--- src/rtl/muldiv_unit_pkg.sv ---
// Shared encodings for the iterative multiply/divide unit:
// operation codes, FSM states and small op classification helpers.
package muldiv_unit_pkg;

    typedef enum logic [1:0] {
        MULT  = 2'b00,
        MULTU = 2'b01,
        DIV   = 2'b10,
        DIVU  = 2'b11
    } op_e;

    typedef enum logic [1:0] {
        IDLE = 2'b00,
        ITER = 2'b01,
        FIX  = 2'b10
    } state_e;

    function automatic logic op_signed(op_e o);
        return (o == MULT) || (o == DIV);
    endfunction

    function automatic logic op_is_div(op_e o);
        return (o == DIV) || (o == DIVU);
    endfunction

endpackage

--- src/rtl/muldiv_step.sv ---
// One iteration of the unsigned core: shift-add multiply step or
// restoring shift-subtract divide step on the {acc_hi, acc_lo} pair.
module muldiv_step #(
    parameter int WIDTH = 32
) (
    input  logic             is_div,
    input  logic [WIDTH-1:0] acc_hi,
    input  logic [WIDTH-1:0] acc_lo,
    input  logic [WIDTH-1:0] opnd,
    output logic [WIDTH-1:0] nxt_hi,
    output logic [WIDTH-1:0] nxt_lo
);

    logic [WIDTH:0] sum;
    logic [WIDTH:0] rem;
    logic [WIDTH:0] diff;

    always_comb begin
        sum  = {1'b0, acc_hi} + (acc_lo[0] ? {1'b0, opnd} : '0);
        rem  = {acc_hi, acc_lo[WIDTH-1]};
        diff = rem - {1'b0, opnd};
        nxt_hi = sum[WIDTH:1];
        nxt_lo = {sum[0], acc_lo[WIDTH-1:1]};
        if (is_div) begin
            // Borrow out means the partial remainder was below the divisor
            if (diff[WIDTH]) begin
                nxt_hi = rem[WIDTH-1:0];
                nxt_lo = {acc_lo[WIDTH-2:0], 1'b0};
            end else begin
                nxt_hi = diff[WIDTH-1:0];
                nxt_lo = {acc_lo[WIDTH-2:0], 1'b1};
            end
        end
    end

endmodule

--- src/rtl/muldiv_unit.sv ---
// Iterative MULT/MULTU/DIV/DIVU unit with architectural HI/LO,
// one bit per cycle on magnitudes followed by a sign fix-up cycle.
module muldiv_unit
    import muldiv_unit_pkg::*;
#(
    parameter int WIDTH = 32
) (
    input  logic             clk,
    input  logic             reset,
    input  logic             start,
    input  logic [1:0]       op,
    input  logic [WIDTH-1:0] a,
    input  logic [WIDTH-1:0] b,
    input  logic             mthi,
    input  logic             mtlo,
    input  logic [WIDTH-1:0] wdata,
    input  logic             hi_sel,
    output logic             busy,
    output logic             done,
    output logic [WIDTH-1:0] hi,
    output logic [WIDTH-1:0] lo,
    output logic [WIDTH-1:0] result
);

    localparam int CW = (WIDTH > 1) ? $clog2(WIDTH) : 1;

    state_e state, state_nxt;
    op_e    op_in, op_q;

    logic             sa_in, sb_in;
    logic             sa_q, sb_q;
    logic             div_q;
    logic [WIDTH-1:0] amag, bmag;
    logic [WIDTH-1:0] a_q;
    logic [WIDTH-1:0] acc_hi, acc_lo, opnd;
    logic [WIDTH-1:0] step_hi, step_lo;
    logic [CW-1:0]    cnt;
    logic             last, accept, mt_en;

    logic [2*WIDTH-1:0] prod, prod_fix;
    logic [WIDTH-1:0]   fix_hi, fix_lo;

    assign op_in  = op_e'(op);
    assign sa_in  = op_signed(op_in) && a[WIDTH-1];
    assign sb_in  = op_signed(op_in) && b[WIDTH-1];
    assign amag   = sa_in ? -a : a;
    assign bmag   = sb_in ? -b : b;
    assign div_q  = op_is_div(op_q);
    assign last   = (cnt == CW'(WIDTH - 1));
    assign accept = (state == IDLE) && start;
    assign mt_en  = (state == IDLE) && !start;
    assign result = hi_sel ? hi : lo;

    always_ff @(posedge clk or posedge reset) begin
        if (reset) state <= IDLE;
        else       state <= state_nxt;
    end

    always_comb begin
        state_nxt = state;
        busy      = 1'b0;
        unique case (state)
            IDLE: if (start) state_nxt = ITER;
            ITER: begin
                busy = 1'b1;
                if (last) state_nxt = FIX;
            end
            FIX: begin
                busy      = 1'b1;
                state_nxt = IDLE;
            end
            default: state_nxt = IDLE;
        endcase
    end

    muldiv_step #(
        .WIDTH(WIDTH)
    ) u_step (
        .is_div(div_q),
        .acc_hi(acc_hi),
        .acc_lo(acc_lo),
        .opnd  (opnd),
        .nxt_hi(step_hi),
        .nxt_lo(step_lo)
    );

    assign prod     = {acc_hi, acc_lo};
    assign prod_fix = (sa_q ^ sb_q) ? -prod : prod;

    always_comb begin
        fix_hi = prod_fix[2*WIDTH-1:WIDTH];
        fix_lo = prod_fix[WIDTH-1:0];
        if (div_q) begin
            // |b| is zero only when b itself was zero
            if (opnd == '0) begin
                fix_hi = a_q;
                fix_lo = '1;
            end else begin
                fix_hi = sa_q ? -acc_hi : acc_hi;
                fix_lo = (sa_q ^ sb_q) ? -acc_lo : acc_lo;
            end
        end
    end

    always_ff @(posedge clk or posedge reset) begin
        if (reset) begin
            op_q   <= MULT;
            sa_q   <= 1'b0;
            sb_q   <= 1'b0;
            a_q    <= '0;
            acc_hi <= '0;
            acc_lo <= '0;
            opnd   <= '0;
            cnt    <= '0;
            hi     <= '0;
            lo     <= '0;
            done   <= 1'b0;
        end else begin
            done <= (state == FIX);
            if (accept) begin
                op_q   <= op_in;
                sa_q   <= sa_in;
                sb_q   <= sb_in;
                a_q    <= a;
                acc_hi <= '0;
                acc_lo <= op_is_div(op_in) ? amag : bmag;
                opnd   <= op_is_div(op_in) ? bmag : amag;
                cnt    <= '0;
            end
            if (mt_en && mthi) hi <= wdata;
            if (mt_en && mtlo) lo <= wdata;
            if (state == ITER) begin
                acc_hi <= step_hi;
                acc_lo <= step_lo;
                cnt    <= last ? '0 : cnt + 1'b1;
            end
            if (state == FIX) begin
                hi <= fix_hi;
                lo <= fix_lo;
            end
        end
    end

endmodule

--- config.mk ---
export PLATFORM = sky130hd
export DESIGN_NAME = muldiv_unit
export DESIGN_NICKNAME = d
export VERILOG_FILES = /design/src/rtl/muldiv_unit_pkg.sv /design/src/rtl/muldiv_step.sv /design/src/rtl/muldiv_unit.sv
export SDC_FILE = /design/constraint.sdc
export NUM_CORES = 1
export LEC_CHECK = 0
export CAP_MARGIN = 5
export CORE_MARGIN = 1.5
export CORE_UTILIZATION = 46
export CTS_CLUSTER_SIZE = 8
export DETAILED_ROUTE_END_ITERATION = 12
export GPL_TIMING_DRIVEN = 0
export PLACE_DENSITY = 0.71
export SYNTH_ARGS = -nofsm -noshare
export SYNTH_HDL_FRONTEND = slang
export SYNTH_SLANG_ARGS = --single-unit
--- constraint.sdc ---
create_clock -name clk -period 8.5 [get_ports clk]
set_clock_uncertainty 0.1 [all_clocks]
set_input_delay 1.275 -clock clk [delete_from_list [all_inputs] [get_ports clk]]
set_output_delay 1.275 -clock clk [all_outputs]
set_load 0.005 [all_outputs]
==> impl_metrics.toml, run 1 <==
[clocking]
cts_sinks = 203
clk_latency_ns = 0.58
cts.hold.buffers_added = 0
tritoncts.num_buffers = 29
cts_resized = 0
clock_pin_slew_on_the_worst_setup_and_hold_paths_ns = 0.06
number_of_buffers_on_the_longest_clock_path = 3
cts-root-buf = "sky130_fd_sc_hd__clkbuf_16"
cts-htree-levels = 1
post-cts-setup-buffers = 0
tritoncts = "yes"

[sta]
worst_slack_ns = 3.81
timing_worst_slew_pin_value_ns = 1.31
final_report_max_slew_violation_count = 0
final.min_clock_period_ns = 4.69
layout_worst_path_cycle_share = 0.552
final-hold-violation-count = 0
fmax_mhz = 213
relSlewSlack = 0.126
rsz0062_at_grt = "no"
setup_viol = 0
setup_tns_ns = 0

[setup_path]
ff2ff_setup_slack_ns = 3.81
critical_path_class = "reg -> reg"
rr_startpoint = "acc_hi[0]"
critPathLaunch = "acc_hi[0]"
critical_path_required_ns = 8.90
cp_max_fo = 10
endpoint_kind = "flop"
cp-endpoint = "acc_hi[11]"
crit_path_start_kind = "flop"
rr_worst_depth = 13
critical_path.reg2reg.endpoint = "acc_hi[11]"
cp_data_arrival_time_ns = 5.08

[worst_hold_path]
min_path_type = "reg -> reg"
whs_path_depth = 2
timing.hold.worst.start = "a_q[20]"

[floorplan]
initial_core_util = 0.466
ios = 202
core_area_um2 = 37600
fp-row-count = 71
die_width_um = 198
die-height_um = 198
floorplan.die_area_um2 = 39300

[global_routing]
grt_usage = 0.400
first_global_vias = 18100
grt_first_pass_wirelength_um = 117000
grt_max_degree = 127
antenna_violations_before_repair = 5
grt_overflow_total = 0

[outcome]
run_status = "complete, no violations"

[synthesis]
syn-cell-area_um2 = 17500
syn_nets = 2423
post_synth_num_cell_types = 84
synth.ff_latch_count = 203
synth.most_common_cell = "sky130_fd_sc_hd__nand2_1"
synth_seq_area_share = 0.290
synthTopCellsByArea = "sky130_fd_sc_hd__dfrtp_1 29%, sky130_fd_sc_hd__a21oi_1 6.2%, sky130_fd_sc_hd__o21ai_0 5.7%"
postSynth.topFlopCell = "sky130_fd_sc_hd__dfrtp_1"
synthDominantCellAreaShare = 0.290
yosys-top-cells-count = "261 x sky130_fd_sc_hd__nand2_1, 217 x sky130_fd_sc_hd__a21oi_1, 207 x sky130_fd_sc_hd__nor2_1"
netlist.top_cell.by_area = "sky130_fd_sc_hd__dfrtp_1"
postSynthCellCount = 2243
synth-edff-count = 0
postSynthAreaPerCell_um2 = 7.81
synth-async-reset-ratio = 1.00
yosysWarnings = 0

[drt]
post_drt_wl_per_cell_um = 26.5
vias = 19100
via_per_inst = 6.38
drt_pass1_iterations = 6
ant_nets = 0
drcViolationCount = 0
finalWirelength_um = 79000
drt_iter0_markers = 2023

[final_layout]
multi_input_gate_area_in_the_final_layout_um2 = 11500
area.growth.synth_to_final_pct = 19.5
nNetsFinal = 2653
seq_area_um2 = 5080
fillers = 3610
share_of_final_layout_standard_cells_stronger_than_drive_strength_1 = 0.0452

[placed_design]
place.port_buffers = 198
place_congestion = 1.05
hpwl_um = 63600
dp_worst_setup_slack_ns = 3.46

[power_and_ir_drop]
comb_power_share = 0.654
power_frac_seq = 0.229
pwr-share-clk = 0.117
ir_drop_mv = 0.191
sw_frac_of_total = 0.515
p_int_mw = 4.39
pwr_density_nw_per_um2 = 433
power_leakage_nw = 8.83
total_switching_power_mw = 4.67

[run]
timing.max_cap.violations = 0
-- kinds of logic (layout without fill, tap and decap cells) --
kind of cell               after synthesis  in the layout  share of synthesized area
and+or+nand+nor                        715            715                      0.190
muxes                                  101            101                     0.0604
buffers and inverters                  230            463                     0.0522
adders and majority gates               76             76                     0.0551
xor gates and xnor gates               163            163                     0.0815
AOI/OAI and AO/OA                      755            755                      0.270
DFF                                    203            203                      0.290
other                                    0              1                          0
-- registers in the layout, indices dropped and copies added, names as in the netlist, 2 cells and up --
| signal | flops |
|---|---|
| opnd | 32 |
| lo | 32 |
| a_q | 32 |
| acc_hi | 32 |
| acc_lo | 32 |
| hi | 32 |
| state | 2 |
| cnt | 5 |
-- power by group through the flow --
stage / Combinational, mW / Sequential (mW) / Clock, mW
final: 5.93 / 2.07 / 1.06
after global routing: 6.40 / 2.10 / 1.10
after CTS: 5.77 / 2.03 / 1.05
after detailed placement: 5.74 / 2.04 / 0
after global placement: 5.67 / 2.04 / 0
after floorplan: 3.78 / 1.76 / 0
-- metal layers --
metal | track usage | part of all wire
met1 | 0.529 | 0.40
met2 | 0.629 | 0.45
met3 | 0.0860 | 0.10
met4 | 0.168 | 0.045
met5 | 0 | 0.00037
-- worst min path at each step --
stage	end	slack [ns]
floorplan	a_q[23]	0.34
global placement	a_q[31]	0.37
detailed placement	a_q[20]	0.38
CTS	a_q[20]	0.39
global route	a_q[20]	0.43
finish	a_q[20]	0.39
-- critical path, cell delays in order, from the launching register on --
cell                        delay, ns
sky130_fd_sc_hd__dfrtp_1         0.41
sky130_fd_sc_hd__clkbuf_1        0.44
sky130_fd_sc_hd__inv_1           0.18
sky130_fd_sc_hd__fa_1            0.46
sky130_fd_sc_hd__nor2b_1         0.21
sky130_fd_sc_hd__o31a_1          0.23
sky130_fd_sc_hd__o21ai_2         0.11
sky130_fd_sc_hd__a211oi_2        0.46
sky130_fd_sc_hd__o2111ai_1       0.30
sky130_fd_sc_hd__and3_1          0.31
sky130_fd_sc_hd__nor3_2          0.53
sky130_fd_sc_hd__buf_2           0.47
sky130_fd_sc_hd__nand2_1         0.18
sky130_fd_sc_hd__o221ai_1        0.22
-- cell type report --
class                           count  share of cell area
Multi-Input combinational cell   1810               0.550
Clock buffer                       33              0.0359
Antenna cell                        1            0.000120
Clock inverter                      1            0.000418
Sequential cell                   203               0.243
Timing Repair Buffer              199              0.0960
Tap cell                          511              0.0305
Buffer                            158              0.0308
Inverter                           72              0.0133
-- stage by stage --
step	cells	power, mW	util	area [um^2]	hold slack (ns)
3_3_place_gp	2952	7.71	0.536	20100	0.367
5_1_grt	2987	9.60	0.557	20900	0.431
3_5_place_dp	2953	7.78	0.537	20200	0.375
6_report	2988	9.06	0.557	20900	0.387
2_1_floorplan	2243	5.54	-	17500	0.340
4_1_cts	2987	8.86	0.557	20900	0.389
-- cell usage in the layout, fill, tap and decap left out, types with 45 or more instances in the layout --
cell,instances
sky130_fd_sc_hd__a211oi_1,93
sky130_fd_sc_hd__a21oi_1,217
sky130_fd_sc_hd__and3_1,50
sky130_fd_sc_hd__clkbuf_1,132
sky130_fd_sc_hd__clkdlybuf4s50_1,198
sky130_fd_sc_hd__dfrtp_1,203
sky130_fd_sc_hd__ha_1,74
sky130_fd_sc_hd__inv_1,70
sky130_fd_sc_hd__mux2i_1,64
sky130_fd_sc_hd__nand2_1,261
sky130_fd_sc_hd__nor2_1,207
sky130_fd_sc_hd__o211ai_1,45
sky130_fd_sc_hd__o21ai_0,200
sky130_fd_sc_hd__xnor2_1,92
sky130_fd_sc_hd__xor2_1,71
No activity file was read; power rests on OpenSTA's default activity.
==> inputs of run 2 (changes only) <==
Settings changed: PLACE_DENSITY 0.71 to 0.73.
Clock period 8.5 ns to 3.8 ns, I/O delays scaled along.
==> run 2 against run 1 <==
Effect of this change: critical path depth fell by 5; count of clock-buffer cells in the layout up 1; register-to-register slack got worse by 3.8 ns; sequential share of layout area is 0.43 points lower; non-clock buffer count up 14; fmax rose by 25%; utilization grew 1.1 points; global-route usage is 0.23 points lower; worst hold slack lost 0.16 ns; total power grew 130%; clock power grew 130%; highest routed layer unchanged.
==> impl_metrics.toml, run 2 (synthesized netlist as in run 1, its figures left out) <==
[outcome]
run_status = "complete, no violations"

[clocking]
tritoncts.num_buffers = 30
clock_pin_slew_on_the_worst_setup_and_hold_paths_ns = 0.05
number_of_buffers_on_the_longest_clock_path = 3
cts-root-buf = "sky130_fd_sc_hd__clkbuf_16"
clk_latency_ns = 0.57
tritoncts = "yes"
cts.hold.buffers_added = 0
cts-htree-levels = 1
cts_sinks = 203

[floorplan]
die-height_um = 198
core_area_um2 = 37600
fp-row-count = 71
die_width_um = 198
floorplan.die_area_um2 = 39300
initial_core_util = 0.466
ios = 202

[placed_design]
place.port_buffers = 198
dp_worst_setup_slack_ns = -0.652
hpwl_um = 64000
detailed_place.area_um2 = 20200
place_congestion = 1.04

[sta]
fin_worst_hold_slack_ns = 0.224
setup_viol = 0
fmax_mhz = 267
final_report_max_slew_violation_count = 0
timing_worst_slew_pin_value_ns = 1.03
relSlewSlack = 0.314
final.min_clock_period_ns = 3.75
final-hold-violation-count = 0
rsz0062_at_grt = "yes"
layout_worst_path_cycle_share = 0.986
setup_tns_ns = 0
worst_slack_ns = 0.0541

[setup_path]
worst_path_largest_cell_delay_ns = 0.81
critical_path_required_ns = 4.11
rr_worst_depth = 8
crit_path_start_kind = "flop"
critical-path-slowest-cell = "sky130_fd_sc_hd__nor2_1"
critical_path_class = "reg -> reg"
cp_max_fo = 10
cp_data_arrival_time_ns = 4.06
worstPathCellList = "nor4_1, nand4_1, or2_2, clkbuf_1, nor2_1, o21ai_0, a221oi_1, a21oi_1"
endpoint_kind = "flop"

[run]
timing.max_cap.violations = 0

[power_and_ir_drop]
pwr_density_nw_per_um2 = 975
power_leakage_nw = 8.97
ir_drop_mv = 0.570

[final_layout]
layout.cell_area.non_filler_um2 = 21300
leading_cell_type_in_the_layout_fill_and_taps_excluded = "sky130_fd_sc_hd__nand2_1"
area.growth.synth_to_final_pct = 21.8
fillers = 3584
share_of_final_layout_standard_cells_stronger_than_drive_strength_1 = 0.0654
nNetsFinal = 2668
layout.cells.most_common_list = "260 x sky130_fd_sc_hd__nand2_1, 213 x sky130_fd_sc_hd__a21oi_1, 206 x sky130_fd_sc_hd__nor2_1"

[drt]
via_per_inst = 6.48
post_drt_wl_per_cell_um = 26.6
drt_pass1_iterations = 5
drcViolationCount = 0
vias = 19500
ant_nets = 0
drt_iter0_markers = 2194
finalWirelength_um = 79900

[global_routing]
first_global_vias = 18300
grt_overflow_total = 0
antenna_violations_before_repair = 2
grt_first_pass_wirelength_um = 116000
grt_usage = 0.397
grt_max_degree = 44

[worst_hold_path]
min_path_type = "in -> async"
run 2: cell types whose count changed in the layout (fill, tap and decap cells not counted), sizes merged:
cell / before / now
inv: 72 / 69
clkinv: 1 / 2
buf: 29 / 45
clkbuf: 163 / 162
clkinvlp: 0 / 3
run 2: layout make-up:
type                    count  area, um^2  area share
diodes                      1        2.50    0.000117
plain buffers             157         671      0.0314
clock buffers              34         807      0.0378
clock inverters             2        12.5    0.000587
inverters                  72         278      0.0130
multi-input cells        1810       11700       0.547
flip-flops and latches    203        5080       0.238
well taps                 511         639      0.0300
repair buffers            214        2160       0.101
run 2: through the flow:
step | power [mW] | utilization | std cells
2_1_floorplan | 12.4 | - | 2243
3_3_place_gp | 17.2 | 0.536 | 2952
3_5_place_dp | 17.4 | 0.539 | 2957
4_1_cts | 20.1 | 0.564 | 2998
5_1_grt | 21.9 | 0.568 | 3003
6_report | 20.8 | 0.568 | 3004
run 2: repair_timing:
action	CTS	global route
buffers inserted	5	6
pin swaps	4	7
resized for setup	22	35
endpoints found under the hold margin	0	0
setup endpoints to repair	68	38
run 2: metal layers:
layer  vias to the layer above  global-route usage  wire length (um)
met5                         -                   0                23
met4                         4               0.185              4090
met3                       223              0.0801              7890
met2                      1206               0.620             35300
met1                      9403               0.527             32600
li1                       8615                   -                 -
run 2: path summary, 6_finish.rpt:
kind / endpoint / start / slack, ns
max in group asynchronous: acc_lo[4] / reset / 2.54
max reg2reg: hi[24] / opnd[1] / 0.05
min reg2reg: a_q[11] / a_q[11] / 0.39
min in group clk: a_q[11] / a_q[11] / 0.39
max: hi[24] / opnd[1] / 0.05
min: acc_hi[20] / reset / 0.22
run 2: power breakdown:
group	total, mW	leakage (nW)	internal (mW)	switching (mW)
registers	4.60	2.48	3.20	1.39
clock network	2.45	0.402	1.46	0.987
logic	13.8	6.10	5.49	8.26
run 2: worst max-delay path, delay by kind of cell (launching register included):
family / cells / cell delay, ns
compound gates: 3 / 0.87
simple gates: 4 / 1.94
flops: 1 / 0.44
buf+inv: 1 / 0.23
